==> src/rtl/load_register.sv <==
// Width-parameterised storage register with a synchronous clear (highest priority) and load enable.
// updated pulses for the cycle after any clear or load edge, even when the stored value is unchanged.
module load_register #(
    parameter int          width       = 32,
    parameter logic [63:0] RESET_VALUE = 64'd0
) (
    input  logic             clk,
    input  logic             reset,
    input  logic             clear,
    input  logic             load,
    input  logic [width-1:0] in,
    output logic [width-1:0] out,
    output logic             updated
);

    // Only the low width bits of RESET_VALUE are meaningful.
    localparam logic [width-1:0] RST_VAL = RESET_VALUE[width-1:0];

    logic [width-1:0] data_d;
    logic [width-1:0] data_q;
    logic             updated_d;
    logic             updated_q;

    always_comb begin
        data_d    = data_q;
        updated_d = 1'b0;
        if (clear) begin
            data_d    = RST_VAL;
            updated_d = 1'b1;
        end else if (load) begin
            data_d    = in;
            updated_d = 1'b1;
        end
    end

    always_ff @(posedge clk or negedge reset) begin
        if (!reset) begin
            data_q    <= RST_VAL;
            updated_q <= 1'b0;
        end else begin
            data_q    <= data_d;
            updated_q <= updated_d;
        end
    end

    assign out     = data_q;
    assign updated = updated_q;

`ifndef SYNTHESIS
    // Control inputs must be known whenever the register is out of reset.
    ctrl_known_a: assert property (@(posedge clk) disable iff (!reset) !$isunknown({clear, load}));
`endif

endmodule

==> config.mk <==
export PLATFORM = sky130hd
export DESIGN_NAME = load_register
export DESIGN_NICKNAME = d
export VERILOG_FILES = /design/src/rtl/load_register.sv
export SDC_FILE = /design/constraint.sdc
export NUM_CORES = 1
export LEC_CHECK = 0
export CAP_MARGIN = 20
export CELL_PAD_IN_SITES_DETAIL_PLACEMENT = 1
export CELL_PAD_IN_SITES_GLOBAL_PLACEMENT = 1
export CORE_AREA = 4 4 78 66
export CTS_CLUSTER_DIAMETER = 80
export DETAILED_ROUTE_END_ITERATION = 10
export DIE_AREA = 0 0 82 70
export PLACE_DENSITY_LB_ADDON = 0.1
export SYNTH_ARGS = -nofsm -noshare
export SYNTH_HDL_FRONTEND = slang
export SYNTH_SLANG_ARGS = --single-unit
export TNS_END_PERCENT = 10
==> constraint.sdc <==
create_clock -name clk -period 1.5 [get_ports clk]
set_input_delay 0.225 -clock clk [delete_from_list [all_inputs] [get_ports clk]]
set_output_delay 0.225 -clock clk [all_outputs]
set_load 0.02 [all_outputs]
* Word-level counts from Yosys, hierarchy flattened *
Cells that the tools add are included.

storage, ports and cells
  output and inout bits = 33
  bits of input ports = 36
  register bits = 33

operators by class
  muxes and demuxes = 4
  reduce and logical (&&, ||, !) cells = 1

operator list
  cell                number
  32-bit 2-to-1 mux   2
  1-bit 2-to-1 mux    2
  2-bit nonzero test  1

* Depth between registers and ports, before layout *
  depth after elaboration = 2
  depth in mapped cells = 4
  depth with buffers taken out = 2

* Worst setup path before layout *
OpenSTA, ideal clock, no wires.

  kind = in2reg
  from = input load
  to = register data_q[0] (netlist: out[0])
  required time = 1.379 ns
  arrival = 0.701 ns
  stages = 4
  path slack = 0.678 ns
  path through = buf_6 -> buf_12 -> mux2i_1 -> nor2_1

between the ends
  longest elaborated chain between the ends = 1

ends and longest elaborated chain
  item                          line  text
  from (decl)                   10    input logic load,
  2-bit nonzero test (no line)  --
  to (signal assigned)          41    data_q <= data_d;
  to (decl)                     20    logic [width-1:0] data_q;

No other way between the ends.
A chain may end at the register's enable or synchronous reset.

* Worst setup path in the final report *
  from = register data_q[6] (netlist: out[6])
  to = output out[6]

RTL lines
  item       line  text
  to (decl)  12    output logic [width-1:0] out,

No word-level cell between the ends.

==> impl_metrics.prom <==
# TYPE chip_impl_metric gauge
chip_impl_info{name="run_status",value="completed"} 1
chip_impl_metric{name="antenna_found_initial",unit=""} 0
chip_impl_metric{name="finalClockSkew",unit="ns"} 0
chip_impl_metric{name="yosys_warn_count",unit=""} 0
chip_impl_metric{name="timing.max_slew.rel_slack",unit="%"} 72.5
chip_impl_metric{name="dpl.hpwl",unit="um"} 2550
chip_impl_metric{name="clkSlewWorstSetupHoldPaths",unit="ns"} 0.06
chip_impl_metric{name="cts_inserted_buffers",unit=""} 5
chip_impl_metric{name="timing.final.crit_share",unit="%"} 97.6
chip_impl_info{name="root_buffer",value="clkbuf_8"} 1
chip_impl_metric{name="timing_hold_violations_final",unit=""} 0
chip_impl_metric{name="timing.final.max_slew_violations",unit=""} 0
chip_impl_info{name="critPathTopFamily",value="buffers and inverters"} 1
chip_impl_metric{name="critical_path.n_buffers_inverters",unit=""} 1
chip_impl_metric{name="remaining_drc_errors",unit=""} 0
chip_impl_metric{name="drive_above_1_share",unit="%"} 5.62
chip_impl_info{name="clock_tree_from_tritoncts",value="done"} 1
chip_impl_metric{name="setup_viol",unit=""} 0
chip_impl_metric{name="ctsHtreeMaxLevel",unit=""} 2
chip_impl_metric{name="syn2layout_area_growth",unit="%"} 61.3
chip_impl_metric{name="power_switching_share",unit="%"} 24.6
chip_impl_metric{name="cts-root-to-sink-buffers",unit=""} 2
chip_impl_info{name="critPathLaunchType",value="flip-flop"} 1
chip_impl_metric{name="comb_power_share",unit="%"} 20.1
chip_impl_metric{name="critical_path.max_stage_delay",unit="ns"} 0.61
chip_impl_metric{name="core_area",unit="mm2"} 0.00440
chip_impl_metric{name="die_y",unit="um"} 70
chip_impl_metric{name="final_weighted_congestion_in_routability_driven_placement",unit=""} 0.679
chip_impl_info{name="critical_path.endpoint",value="out[6]"} 1
chip_impl_metric{name="r2r_slack",unit="ns"} 0.80
chip_impl_metric{name="detailedRoute.firstPassIterationCount",unit=""} 2
chip_impl_metric{name="drt_iter0_markers",unit=""} 43
chip_impl_metric{name="seqPwrFrac",unit="%"} 49.1
chip_impl_metric{name="synthesis.instances",unit=""} 106
chip_impl_metric{name="synthesis.nets",unit=""} 142
chip_impl_info{name="critical_path.startpoint",value="out[6]"} 1
chip_impl_metric{name="maxClockFrequency",unit="GHz"} 0.683
chip_impl_metric{name="track_usage",unit="%"} 12.6
chip_impl_metric{name="vias_per_std_cell",unit=""} 4.27
chip_impl_metric{name="intPower",unit="mW"} 1.48
chip_impl_metric{name="switching_pwr",unit="uW"} 483
chip_impl_metric{name="detailed_place.area",unit="mm2"} 0.00207
chip_impl_metric{name="largest_net_degree_at_the_start_of_global_routing",unit=""} 34
chip_impl_info{name="timing.setup.critical_path_class",value="reg2out"} 1
chip_impl_info{name="grt_setup_unrepaired",value="no"} 1
chip_impl_info{name="path_cells",value="clkdlybuf4s50_1"} 1
chip_impl_metric{name="transition_time_at_the_pin_with_the_least_slew_margin",unit="ns"} 0.412
chip_impl_metric{name="finalWirelength",unit="um"} 3390
chip_impl_metric{name="initial_core_util",unit="%"} 30.9
chip_impl_metric{name="power.ir.vdd_worst",unit="V"} 0.000492
chip_impl_metric{name="total_power",unit="mW"} 1.97
chip_impl_metric{name="max_cap_violations",unit=""} 0
chip_impl_metric{name="p_per_area",unit="mW/mm2"} 895
chip_impl_metric{name="drt-wirelength-per-cell",unit="um"} 14.2
chip_impl_info{name="critical-path-slowest-cell",value="clkdlybuf4s50_1"} 1
chip_impl_metric{name="worst-path-stages",unit=""} 1
chip_impl_metric{name="cp_data_arrival_time",unit="ns"} 1.24
chip_impl_metric{name="p_clk_share",unit="%"} 30.8
chip_impl_metric{name="final_design_area_no_fill",unit="mm2"} 0.00220
chip_impl_metric{name="grt_pass1_vias",unit=""} 1174
chip_impl_metric{name="ant_nets",unit=""} 0
chip_impl_metric{name="globalRouteOverflowTotal",unit=""} 0
chip_impl_info{name="endpoint_kind",value="output pin"} 1
chip_impl_metric{name="rows",unit=""} 22
chip_impl_metric{name="buffer_ports.inserted",unit=""} 68
chip_impl_metric{name="synthesis.area_per_instance",unit="um2"} 12.9
chip_impl_metric{name="synth.cell_area",unit="mm2"} 0.00136
chip_impl_metric{name="sequential_to_total_area_share_from_yosys_stat",unit="%"} 60.6
chip_impl_info{name="rr_startpoint",value="out[5]"} 1
chip_impl_metric{name="via_count",unit=""} 1016
chip_impl_metric{name="grt_pass1_wl",unit="um"} 5530
chip_impl_metric{name="clock_latency_on_the_worst_skew_pair",unit="ns"} 0.27
chip_impl_metric{name="ys_ff_latch",unit=""} 33
chip_impl_info{name="min-delay-path-class",value="in2async"} 1
chip_impl_metric{name="timing.reg2reg.worst_path_depth",unit=""} 2
chip_impl_metric{name="die_area",unit="mm2"} 0.00574
chip_impl_metric{name="p_leak",unit="nW"} 1.33
chip_impl_metric{name="total_nets_final",unit=""} 213
chip_impl_metric{name="die-width",unit="um"} 82
chip_impl_info{name="r2r_end",value="out[5]"} 1
chip_impl_metric{name="cts.sinks",unit=""} 33
chip_impl_metric{name="boundaryPins",unit=""} 69
chip_impl_metric{name="data_required_time_at_the_worst_endpoint",unit="ns"} 1.27
chip_impl_metric{name="finalSetupTns",unit="ns"} 0
chip_impl_metric{name="period_needed",unit="ns"} 1.46
chip_impl_metric{name="antennaDiodeCount",unit=""} 0
chip_impl_metric{name="worstPathMaxFanout",unit=""} 2
chip_impl_metric{name="synth_cell_types",unit=""} 8
-- power groups by stage --
stage          sequential, mW  clock (mW)  combinational, mW
3_3_place_gp            0.981           0              0.402
3_5_place_dp            0.983           0              0.409
6_report                0.966       0.606              0.396
4_1_cts                 0.968       0.636              0.411
5_1_grt                 0.972       0.687              0.429
2_1_floorplan            1.04           0              0.123
-- stage by stage --
step | instances | hold slack [ns] | worst slack, ns | utilization, %
2_1_floorplan | 106 | -0.0706 | 0.678 | -
3_3_place_gp | 230 | 0.504 | 0.309 | 46.9
3_5_place_dp | 230 | 0.514 | 0.295 | 46.9
4_1_cts | 238 | 0.362 | 0.00482 | 48.7
5_1_grt | 238 | 0.383 | 0.00112 | 49.9
6_report | 238 | 0.343 | 0.0361 | 49.9
-- cell families after synthesis --
group	count (synthesis)	share of synthesized area, %
buffers and inverters	8	6.61
muxes	32	23.5
and+or+nand+nor	33	9.28
DFF	33	60.6
-- synth_stat cells --
cell type  instances  area, um2
buf_12             3       60.1
buf_2              3       15.0
buf_6              1       11.3
clkbuf_1           1       3.75
dfrtp_1           33        826
mux2i_1           32        320
nor2_1            32        120
or2_1              1       6.26
-- repair_timing --
action / 4_1_cts / 5_1_grt
buffers inserted: 0 / 0
hold buffers: 0 / 0
resized for setup: 0 / 21
endpoints found under the setup margin: 0 / 21
-- final cells by class --
cell class	count	area, um2
clock buffers	8	80.1
fillers	470	2210
repair buffers	72	771
well taps	60	75.1
flip-flops and latches	33	826
multi-input cells	65	447
-- worst min-delay path by stage --
stage,start,to
finish,reset,out[13]
global route,reset,out[13]
CTS,reset,out[13]
detailed placement,out[10],out[10]
global placement,out[17],out[17]
floorplan,reset,out[0]
-- layout by cell type, fill, tap and decap left out --
cell type / n
mux2i_1: 32
nor2_1: 32
or2_1: 1
dfrtp_1: 33
clkbuf_1: 3
buf_12: 1
buf_2: 1
clkbuf_8: 5
clkdlybuf4s50_1: 46
dlymetal6s2s_1: 21
buf_4: 3
-- registers in the layout (all words and copies together), names as in the netlist --
register,count
out,32
updated,1
-- per-layer routing --
metal	track usage, %	routed length (um)
met4	4.61	32
met1	15.5	1390
met5	0	0
met3	5.28	305
met2	19.6	1660
Power figures use the tool's default switching activity.
